<file path="src/rtl/fir_coeff_loader_if.sv">
// Host/filter-side bundle of the coefficient loader: start/abort control, the
// coefficient valid/ready stream, the filter RAM write port and session status.
interface fir_coeff_loader_if #(
    parameter int COEFF_W = 16,
    parameter int ADDR_W  = 6
);
    logic               iStart;
    logic               iAbort;
    logic               iCoeffValid;
    logic [COEFF_W-1:0] iCoeff;
    logic               oCoeffReady;
    logic               oCoeffUpdateFlag;
    logic               oCsnRam;
    logic               oWrnRam;
    logic [ADDR_W-1:0]  oAddrRam;
    logic [COEFF_W-1:0] oWtDtRam;
    logic               oBusy;
    logic               oDone;
    logic               oErr;
    logic [15:0]        oChecksum;

    modport master (
        output iStart, iAbort, iCoeffValid, iCoeff,
        input  oCoeffReady, oCoeffUpdateFlag, oCsnRam, oWrnRam, oAddrRam,
               oWtDtRam, oBusy, oDone, oErr, oChecksum
    );

    modport slave (
        input  iStart, iAbort, iCoeffValid, iCoeff,
        output oCoeffReady, oCoeffUpdateFlag, oCsnRam, oWrnRam, oAddrRam,
               oWtDtRam, oBusy, oDone, oErr, oChecksum
    );
endinterface

</file>
<file path="src/rtl/fir_coeff_loader.sv">
// Coefficient-update sequencer: raises the filter update flag, waits ARM_CYC
// cycles, then streams NUM_TAPS host words into the filter RAM at addresses 0..N-1.
module fir_coeff_loader #(
    parameter int NUM_TAPS = 40,
    parameter int COEFF_W  = 16,
    parameter int ADDR_W   = 6,
    parameter int ARM_CYC  = 2,
    parameter int TIMEOUT  = 4095
) (
    input  logic              iClk12M,
    input  logic              iRsn,
    fir_coeff_loader_if.slave bus
);
    localparam int CNT_W = $clog2(NUM_TAPS + 1);
    localparam int ARM_W = $clog2(ARM_CYC + 1);
    localparam int TMO_W = $clog2(TIMEOUT + 1);

    typedef enum logic [1:0] {
        ST_IDLE   = 2'd0,
        ST_ARM    = 2'd1,
        ST_LOAD   = 2'd2,
        ST_SETTLE = 2'd3
    } state_e;

    state_e             state_q, state_d;
    logic               flag_q, flag_d;
    logic               busy_q, busy_d;
    logic               done_q, done_d;
    logic               err_q, err_d;
    logic               csn_q, csn_d;
    logic               wrn_q, wrn_d;
    logic [ADDR_W-1:0]  addr_q, addr_d;
    logic [COEFF_W-1:0] data_q, data_d;
    logic [15:0]        sum_q, sum_d;
    logic [CNT_W-1:0]   word_q, word_d;
    logic [ARM_W-1:0]   arm_q, arm_d;
    logic [TMO_W-1:0]   tmo_q, tmo_d;

    logic coeff_ready_s;
    logic accept_s;
    logic abort_s;

    // Ready is combinational so an abort in the same cycle blocks the word.
    assign coeff_ready_s = (state_q == ST_LOAD) & ~bus.iAbort;
    assign accept_s      = bus.iCoeffValid & coeff_ready_s;
    assign abort_s       = bus.iAbort & (state_q != ST_IDLE);

    // Next-state and next-output computation for the session sequencer.
    always_comb begin
        state_d = state_q;
        flag_d  = flag_q;
        busy_d  = busy_q;
        word_d  = word_q;
        arm_d   = arm_q;
        tmo_d   = tmo_q;
        sum_d   = sum_q;
        addr_d  = addr_q;
        data_d  = data_q;
        csn_d   = 1'b1;
        wrn_d   = 1'b1;
        done_d  = 1'b0;
        err_d   = 1'b0;
        if (abort_s) begin
            state_d = ST_IDLE;
            flag_d  = 1'b0;
            busy_d  = 1'b0;
            err_d   = 1'b1;
        end else begin
            case (state_q)
                ST_IDLE: begin
                    if (bus.iStart) begin
                        state_d = ST_ARM;
                        flag_d  = 1'b1;
                        busy_d  = 1'b1;
                        word_d  = {CNT_W{1'b0}};
                        arm_d   = {ARM_W{1'b0}};
                        sum_d   = 16'h0000;
                    end else begin
                        state_d = ST_IDLE;
                    end
                end
                ST_ARM: begin
                    if (arm_q == ARM_W'(ARM_CYC - 1)) begin
                        state_d = ST_LOAD;
                        tmo_d   = {TMO_W{1'b0}};
                    end else begin
                        arm_d = arm_q + ARM_W'(1);
                    end
                end
                ST_LOAD: begin
                    if (accept_s) begin
                        csn_d  = 1'b0;
                        wrn_d  = 1'b0;
                        addr_d = ADDR_W'(word_q);
                        data_d = bus.iCoeff;
                        word_d = word_q + CNT_W'(1);
                        sum_d  = sum_q + 16'(bus.iCoeff);
                        tmo_d  = {TMO_W{1'b0}};
                        if (word_q == CNT_W'(NUM_TAPS - 1)) begin
                            state_d = ST_SETTLE;
                        end else begin
                            state_d = ST_LOAD;
                        end
                    end else if (tmo_q == TMO_W'(TIMEOUT - 1)) begin
                        // This idle cycle is the TIMEOUT-th in a row.
                        state_d = ST_IDLE;
                        flag_d  = 1'b0;
                        busy_d  = 1'b0;
                        err_d   = 1'b1;
                        tmo_d   = {TMO_W{1'b0}};
                    end else begin
                        tmo_d = tmo_q + TMO_W'(1);
                    end
                end
                ST_SETTLE: begin
                    state_d = ST_IDLE;
                    flag_d  = 1'b0;
                    busy_d  = 1'b0;
                    done_d  = 1'b1;
                end
                default: begin
                    state_d = ST_IDLE;
                    flag_d  = 1'b0;
                    busy_d  = 1'b0;
                end
            endcase
        end
    end

    // State and registered outputs, with synchronous reset.
    always_ff @(posedge iClk12M) begin
        if (iRsn) begin
            state_q <= ST_IDLE;
            flag_q  <= 1'b0;
            busy_q  <= 1'b0;
            done_q  <= 1'b0;
            err_q   <= 1'b0;
            csn_q   <= 1'b1;
            wrn_q   <= 1'b1;
            addr_q  <= {ADDR_W{1'b0}};
            data_q  <= {COEFF_W{1'b0}};
            sum_q   <= 16'h0000;
            word_q  <= {CNT_W{1'b0}};
            arm_q   <= {ARM_W{1'b0}};
            tmo_q   <= {TMO_W{1'b0}};
        end else begin
            state_q <= state_d;
            flag_q  <= flag_d;
            busy_q  <= busy_d;
            done_q  <= done_d;
            err_q   <= err_d;
            csn_q   <= csn_d;
            wrn_q   <= wrn_d;
            addr_q  <= addr_d;
            data_q  <= data_d;
            sum_q   <= sum_d;
            word_q  <= word_d;
            arm_q   <= arm_d;
            tmo_q   <= tmo_d;
        end
    end

    assign bus.oCoeffReady      = coeff_ready_s;
    assign bus.oCoeffUpdateFlag = flag_q;
    assign bus.oCsnRam          = csn_q;
    assign bus.oWrnRam          = wrn_q;
    assign bus.oAddrRam         = addr_q;
    assign bus.oWtDtRam         = data_q;
    assign bus.oBusy            = busy_q;
    assign bus.oDone            = done_q;
    assign bus.oErr             = err_q;
    assign bus.oChecksum        = sum_q;
endmodule

</file>
<file path="src/flat_wrapper.sv">
// flat-port wrapper written by rule: the top's interface ports become plain ports
module fir_coeff_loader_flat 
#(
    parameter int NUM_TAPS = 40,
    parameter int COEFF_W  = 16,
    parameter int ADDR_W   = 6,
    parameter int ARM_CYC  = 2,
    parameter int TIMEOUT  = 4095
)
  (iClk12M, iRsn, bus_iStart, bus_iAbort, bus_iCoeffValid, bus_iCoeff, bus_oCoeffReady, bus_oCoeffUpdateFlag, bus_oCsnRam, bus_oWrnRam, bus_oAddrRam, bus_oWtDtRam, bus_oBusy, bus_oDone, bus_oErr, bus_oChecksum);
  fir_coeff_loader_if #(.COEFF_W(COEFF_W), .ADDR_W(ADDR_W)) bus_i ();
  input  logic iClk12M;
  input  logic iRsn;
  input wire logic [$bits(bus_i.iStart)-1:0] bus_iStart;
  input wire logic [$bits(bus_i.iAbort)-1:0] bus_iAbort;
  input wire logic [$bits(bus_i.iCoeffValid)-1:0] bus_iCoeffValid;
  input wire logic [$bits(bus_i.iCoeff)-1:0] bus_iCoeff;
  output wire logic [$bits(bus_i.oCoeffReady)-1:0] bus_oCoeffReady;
  output wire logic [$bits(bus_i.oCoeffUpdateFlag)-1:0] bus_oCoeffUpdateFlag;
  output wire logic [$bits(bus_i.oCsnRam)-1:0] bus_oCsnRam;
  output wire logic [$bits(bus_i.oWrnRam)-1:0] bus_oWrnRam;
  output wire logic [$bits(bus_i.oAddrRam)-1:0] bus_oAddrRam;
  output wire logic [$bits(bus_i.oWtDtRam)-1:0] bus_oWtDtRam;
  output wire logic [$bits(bus_i.oBusy)-1:0] bus_oBusy;
  output wire logic [$bits(bus_i.oDone)-1:0] bus_oDone;
  output wire logic [$bits(bus_i.oErr)-1:0] bus_oErr;
  output wire logic [$bits(bus_i.oChecksum)-1:0] bus_oChecksum;
  assign bus_i.iStart = bus_iStart;
  assign bus_i.iAbort = bus_iAbort;
  assign bus_i.iCoeffValid = bus_iCoeffValid;
  assign bus_i.iCoeff = bus_iCoeff;
  assign bus_oCoeffReady = bus_i.oCoeffReady;
  assign bus_oCoeffUpdateFlag = bus_i.oCoeffUpdateFlag;
  assign bus_oCsnRam = bus_i.oCsnRam;
  assign bus_oWrnRam = bus_i.oWrnRam;
  assign bus_oAddrRam = bus_i.oAddrRam;
  assign bus_oWtDtRam = bus_i.oWtDtRam;
  assign bus_oBusy = bus_i.oBusy;
  assign bus_oDone = bus_i.oDone;
  assign bus_oErr = bus_i.oErr;
  assign bus_oChecksum = bus_i.oChecksum;
  fir_coeff_loader #(.NUM_TAPS(NUM_TAPS), .COEFF_W(COEFF_W), .ADDR_W(ADDR_W), .ARM_CYC(ARM_CYC), .TIMEOUT(TIMEOUT)) u_core (.iClk12M(iClk12M), .iRsn(iRsn), .bus(bus_i));
endmodule
</file>
<file path="config.mk">
export PLATFORM = sky130hd
export DESIGN_NAME = fir_coeff_loader_flat
export DESIGN_NICKNAME = d
export VERILOG_FILES = /design/src/rtl/fir_coeff_loader_if.sv /design/src/rtl/fir_coeff_loader.sv /design/src/flat_wrapper.sv
export SDC_FILE = /design/constraint.sdc
export NUM_CORES = 1
export LEC_CHECK = 0
export CORE_ASPECT_RATIO = 1.25
export CORE_UTILIZATION = 56
export CTS_CLUSTER_SIZE = 8
export DETAILED_ROUTE_END_ITERATION = 6
export PLACE_DENSITY = 0.85
export SKIP_CTS_REPAIR_TIMING = 1
export SLEW_MARGIN = 10
export SYNTH_ARGS = -nofsm -noshare
export SYNTH_HDL_FRONTEND = slang
export SYNTH_SLANG_ARGS = --single-unit
</file>
<file path="constraint.sdc">
create_clock -name iClk12M -period 5.8 [get_ports iClk12M]
set_input_delay 0.87 -clock iClk12M [delete_from_list [all_inputs] [get_ports iClk12M]]
set_output_delay 0.87 -clock iClk12M [all_outputs]
set_load 0.01 [all_outputs]
</file>
Word level (Yosys, flattened, before mapping) --
Cells that the tools add are included.
Operators by class: equality and inequality tests 13, muxes and demuxes 29, reduce and logical (&&, ||, !) cells 14, add/subtract/negate cells 4, bitwise logic cells 6
Operators by type and width (count):
- 12-bit 2-to-1 mux | 3
- 16-bit 2-to-1 mux | 2
- 16-bit case mux with 2 select lines | 1
- 12-bit case mux with 2 select lines | 1
- 16-bit adder | 1
- 12-bit by 1-bit adder with 12-bit output, second input constant | 1
- 12-bit equality test, second input constant | 1
- 6-bit 2-to-1 mux | 2
- 6-bit case mux with 2 select lines | 1
- 4-bit AND reduction | 3
- 1-bit 2-to-1 mux | 11
- 2-bit 2-to-1 mux | 5
- 2-bit inequality test, second input constant | 4
- 2-bit case mux with 4 select lines | 1
- 2-bit nonzero test | 4
- 6-bit by 1-bit adder with 6-bit output, second input constant | 1
- 6-bit equality test, second input constant | 1
- 3-bit AND reduction | 2
- 2-bit by 1-bit equality test with 1-bit output, second input constant | 2
- 2-bit equality test, second input constant | 2
- 2-bit by 1-bit inequality test with 1-bit output, second input constant | 2
- 2-bit case mux with 2 select lines | 1
- 1-bit bitwise AND | 3
- 3-bit by 2-bit inequality test with 1-bit output, second input constant | 1
- other kinds (8) | 10
Storage, ports and cells: logic and storage cells 77, output and inout bits 45, bits in registers 64, input port bits 21

Logic depth before layout (Yosys ltp) --
depth after elaboration 6, depth in mapped cells 9, gate-level depth less buffers 9

Worst setup path after synthesis --
OpenSTA, ideal clock, no wires.
path type input to register, start input port bus_iCoeff[1], end register u_core.sum_q[15] (netlist: u_core.bus.oChecksum[15]), arrival time 2.533 ns, required time 5.672 ns, library setup time 0.128 ns, setup slack 3.139 ns, cell stages on the path 7, buffers on the path 0, path through ha_1 -> a211o_1 -> a2111oi_4 -> nor4_1 -> or3_4 -> nand4_1 -> nand4b_1
On the way: cells in the longest elaborated chain, start to end 3
RTL lines:
- from (decl) | line flat_wrapper.sv:17 | input wire logic [$bits(bus_i.iCoeff)-1:0] bus_iCoeff;
- 16-bit adder | line fir_coeff_loader.sv:97 | sum_d = sum_q + 16'(bus.iCoeff);
- 16-bit 2-to-1 mux | line fir_coeff_loader.sv:91 | if (accept_s) begin
- 16-bit case mux with 2 select lines | line fir_coeff_loader.sv:69 | case (state_q)
- to (signal assigned) | line fir_coeff_loader.sv:156 | sum_q <= sum_d;
- to (decl) | line fir_coeff_loader.sv:34 | logic [15:0] sum_q, sum_d;
No other way between the ends. The select of a mux whose other input is x is not followed. A chain may end at the register's enable or synchronous reset.

Worst setup path after layout --
start input port bus_iAbort, end register u_core.sum_q[14] (netlist: u_core.bus.oChecksum[14])
On the way: cells in the longest elaborated chain, start to end 5, elaborated cells on any way between the ends 7, those cells by class 1 x eq/ne; 5 x bitwise; 1 x reduce/logical
RTL lines:
- from (decl) | line flat_wrapper.sv:15 | input wire logic [$bits(bus_i.iAbort)-1:0] bus_iAbort;
- 1-bit NOT | line fir_coeff_loader.sv:44 | assign coeff_ready_s = (state_q == ST_LOAD) & ~bus.iAbort;
- 1-bit bitwise AND | line fir_coeff_loader.sv:44
- 1-bit bitwise AND | line fir_coeff_loader.sv:45 | assign accept_s = bus.iCoeffValid & coeff_ready_s;
- 2-bit by 1-bit inequality test with 1-bit output (no source line)
- 4-bit AND reduction (no source line) *
Every way passes the cells marked *; elsewhere a longest branch is shown, timed or not.

==> flow_results.xml <==
<?xml version="1.0" encoding="UTF-8"?>
<metrics>
  <group name="cts">
    <metric name="clkTransAtPathRegs" unit="ns">0.08</metric>
    <metric name="worstSkewPairLatency" unit="ns">0.35</metric>
    <metric name="cts_tree" unit="">done</metric>
    <metric name="cts-htree-levels" unit="">3</metric>
    <metric name="cts_num_sinks" unit="">64</metric>
    <metric name="cts-root-to-sink-buffers" unit="">2</metric>
    <metric name="cts_root_buf" unit="">sky130_fd_sc_hd__clkbuf_8</metric>
    <metric name="cts_made_buffers" unit="">9</metric>
  </group>
  <group name="pwr">
    <metric name="worst_ir_drop_vdd" unit="mV">0.210</metric>
    <metric name="cellLeakagePower" unit="nW">1.63</metric>
    <metric name="power.density_cell_area" unit="nW/um2">309</metric>
  </group>
  <group name="setup_path">
    <metric name="worst_ep_required_time" unit="ns">6.09</metric>
    <metric name="worstRegToRegCells" unit="">7</metric>
    <metric name="delay_of_the_slowest_critical_path_stage" unit="ns">0.80</metric>
    <metric name="top_fanout_value_on_the_critical_path" unit="">14</metric>
    <metric name="critical_path_class" unit="">input pin to register</metric>
    <metric name="r2r_end" unit="">u_core.bus.oChecksum[14]</metric>
    <metric name="worst_setup_start_kind" unit="">input pin</metric>
    <metric name="rrSetupSlack" unit="ns">2.83</metric>
    <metric name="timing.critical_path.cells" unit="">clkdlybuf4s50_1 -&gt; nand2b_1 -&gt; a211oi_2 -&gt; nand2_1 -&gt; nor3b_1 -&gt; or3b_1 -&gt; nand3_1</metric>
    <metric name="rr_startpoint" unit="">u_core.state_q[1]</metric>
    <metric name="critical-path-slowest-cell" unit="">sky130_fd_sc_hd__a211oi_2</metric>
    <metric name="timing.critical_path.arrival" unit="ns">3.45</metric>
    <metric name="timing.critical_path.to_type" unit="">register</metric>
  </group>
  <group name="grt">
    <metric name="first_pass_grt_wire_length" unit="um">14400</metric>
    <metric name="pin_count_of_the_biggest_net_entering_global_routing" unit="">63</metric>
    <metric name="number_of_global_route_vias_before_repair" unit="">3283</metric>
    <metric name="antenna_found_initial" unit="">0</metric>
    <metric name="globalRouteTotalUtil" unit="%">27.7</metric>
    <metric name="grt_overflow" unit="">0</metric>
  </group>
  <group name="yosys">
    <metric name="post_synth_instance_area" unit="um2">3530</metric>
    <metric name="yosys-top-cells-area" unit="">sky130_fd_sc_hd__dfxtp_1 (36%), sky130_fd_sc_hd__ha_1 (8.2%), sky130_fd_sc_hd__nand2_1 (7.4%), sky130_fd_sc_hd__a21oi_1 (6.8%), sky130_fd_sc_hd__nor2_1 (4.3%)</metric>
    <metric name="synth-async-reset-ratio" unit="%">0</metric>
    <metric name="synth_ff_type" unit="">sky130_fd_sc_hd__dfxtp_1</metric>
    <metric name="syn-mean-instance-area" unit="um2">8.08</metric>
    <metric name="synth_top_cells_by_count" unit="">sky130_fd_sc_hd__nand2_1 (70), sky130_fd_sc_hd__dfxtp_1 (64), sky130_fd_sc_hd__a21oi_1 (48)</metric>
    <metric name="syn-num-nets" unit="">482</metric>
    <metric name="synth-edff-count" unit="">0</metric>
    <metric name="synthDominantCellAreaShare" unit="%">36.3</metric>
    <metric name="postSynthRegisterBits" unit="">64</metric>
    <metric name="sequential_to_total_area_share_from_yosys_stat" unit="%">36.3</metric>
    <metric name="yosys_warnings" unit="">0</metric>
    <metric name="synth.most_common_cell" unit="">sky130_fd_sc_hd__nand2_1</metric>
    <metric name="yosys.cell_types.count" unit="">51</metric>
    <metric name="netlist.top_cell.by_area" unit="">sky130_fd_sc_hd__dfxtp_1</metric>
    <metric name="synthesis.instances" unit="">437</metric>
  </group>
  <group name="drt">
    <metric name="detail_route.vias_per_cell" unit="">5.71</metric>
    <metric name="routed-via-count" unit="">3336</metric>
    <metric name="drt-pass1-iter-count" unit="">5</metric>
    <metric name="final_ant_viol_nets" unit="">0</metric>
    <metric name="remaining_drc_errors" unit="">0</metric>
    <metric name="route.detailed.wl_per_inst" unit="um">15.0</metric>
    <metric name="final_wl" unit="um">8770</metric>
    <metric name="drt-initial-drc-count" unit="">144</metric>
  </group>
  <group name="floorplan">
    <metric name="die_h" unit="um">90.8</metric>
    <metric name="fp.dieArea" unit="um2">6630</metric>
    <metric name="start_util" unit="%">57.6</metric>
    <metric name="row_count" unit="">32</metric>
    <metric name="core" unit="um2">6130</metric>
    <metric name="io_pins" unit="">66</metric>
    <metric name="die_w" unit="um">73.0</metric>
  </group>
  <group name="hold_path">
    <metric name="min_delay_path_depth" unit="">2</metric>
    <metric name="worst_hold_startpoint" unit="">u_core.arm_q[1]</metric>
    <metric name="worst_hold_path_type" unit="">register to register</metric>
    <metric name="endpoint_with_the_worst_hold_slack" unit="">u_core.arm_q[1]</metric>
  </group>
  <group name="sta">
    <metric name="worst_slew_pin_slew" unit="ns">1.06</metric>
    <metric name="slew-limit-headroom" unit="%">29.2</metric>
    <metric name="fin_tns_setup" unit="ns">0</metric>
    <metric name="slew_violations" unit="">0</metric>
    <metric name="holdWs" unit="ns">0.454</metric>
    <metric name="fin_crit" unit="ns">3.16</metric>
    <metric name="max_freq" unit="MHz">317</metric>
    <metric name="finalHoldViolations" unit="">0</metric>
    <metric name="grt_setup_unrepaired" unit="">no</metric>
    <metric name="setup_violations" unit="">0</metric>
    <metric name="layout_worst_path_cycle_share" unit="%">54.4</metric>
    <metric name="timing.clock.skew" unit="ns">0.00816</metric>
  </group>
  <group name="final_layout">
    <metric name="final_net_count" unit="">539</metric>
    <metric name="drive_above_1_share" unit="%">5.01</metric>
    <metric name="area_growth_syn_to_layout" unit="%">24.9</metric>
    <metric name="antenna_cells_inserted" unit="">0</metric>
  </group>
  <group name="placed_design">
    <metric name="port_buf_inserts" unit="">65</metric>
    <metric name="place.gp.congestion" unit="">0.873</metric>
    <metric name="detailedPlacementHpwl" unit="um">6300</metric>
  </group>
  <group name="run">
    <metric name="number_of_maximum_capacitance_violations" unit="">0</metric>
  </group>
  <group name="run_status">
    <metric name="run_status" unit="">completed</metric>
  </group>
</metrics>
-- registers in the layout (all words and copies together), names as in the netlist --
signal and cells:
u_core.arm_q 2, u_core.bus.oAddrRam 6, u_core.bus.oChecksum 16, u_core.bus.oCoeffUpdateFlag 1, u_core.bus.oCsnRam 1, u_core.bus.oDone 1, u_core.bus.oErr 1, u_core.bus.oWtDtRam 16
u_core.state_q 2, u_core.tmo_q 12, u_core.word_q 6
-- area by class of cell --
cell class,count,area [um2]
Inverter,15,56.3
Clock buffer,9,124
Tap cell,85,106
Timing Repair Buffer,66,653
Sequential cell,64,1280
Multi-Input combinational cell,338,2090
Fill cell,494,1720
Clock inverter,7,100
-- critical path, delay by kind of cell --
kind,cells,cell delay [ns]
AND/OR/NAND/NOR,5,1.33
AO/OA/AOI/OAI,1,0.80
buffers and inverters,1,0.46
-- routing by layer --
layer	vias to the layer above	global-route usage, %	wire length, um
li1	1651	-	-
met1	1585	30.9	3630
met2	85	49.5	4630
met3	15	5.92	357
met4	0	11.3	149
met5	-	0	0
-- worst max-delay path by stage --
stage,from,endpoint,slack (ns),cells past startpoint
after floorplan,bus_iCoeff[1],u_core.bus.oChecksum[15],3.14,7
after global placement,bus_iAbort,u_core.bus.oChecksum[14],2.44,7
after detailed placement,bus_iAbort,u_core.bus.oChecksum[14],2.29,7
after CTS,bus_iAbort,u_core.bus.oChecksum[14],2.63,7
after global routing,bus_iCoeff[0],u_core.bus.oChecksum[12],2.45,10
final,bus_iAbort,u_core.bus.oChecksum[14],2.64,7
-- power by group --
part | switching, mW | internal, mW
Sequential | 0.0280 | 0.469
Combinational | 0.264 | 0.161
Clock | 0.194 | 0.246
-- cells by family (layout without fill, tap and decap cells) --
logic type / count (synthesis) / after routing / share of synthesized area, %
compound gates: 97 / 97 / 17.8
xor+xnor: 19 / 19 / 4.71
fa+ha+maj: 24 / 24 / 8.72
buf+inv: 35 / 97 / 4.57
flops: 64 / 64 / 36.3
simple gates: 198 / 198 / 27.9
-- through the flow --
step | cells | worst slack (ns) | cell area (um2) | total power [mW] | utilization, %
CTS | 584 | 2.63 | 4410 | 1.37 | 72.0
finish | 584 | 2.64 | 4410 | 1.36 | 72.0
floorplan | 437 | 3.14 | 3530 | 0.812 | -
detailed placement | 568 | 2.29 | 4180 | 0.932 | 68.3
global route | 584 | 2.45 | 4410 | 1.44 | 72.0
global placement | 568 | 2.44 | 4180 | 0.921 | 68.3
-- placed cells by master (no fill, tap or decap), types with 8 or more instances in the layout --
cell type	n
sky130_fd_sc_hd__a21oi_1	48
sky130_fd_sc_hd__clkbuf_8	9
sky130_fd_sc_hd__clkdlybuf4s50_1	64
sky130_fd_sc_hd__dfxtp_1	64
sky130_fd_sc_hd__ha_1	23
sky130_fd_sc_hd__inv_1	14
sky130_fd_sc_hd__nand2_1	70
sky130_fd_sc_hd__nand2b_1	8
sky130_fd_sc_hd__nand3_1	12
sky130_fd_sc_hd__nand4_1	10
sky130_fd_sc_hd__nor2_1	40
sky130_fd_sc_hd__nor3_1	10
sky130_fd_sc_hd__o21ai_0	11
sky130_fd_sc_hd__xnor2_1	12
Note: power is estimated with default switching activity, not from simulation.
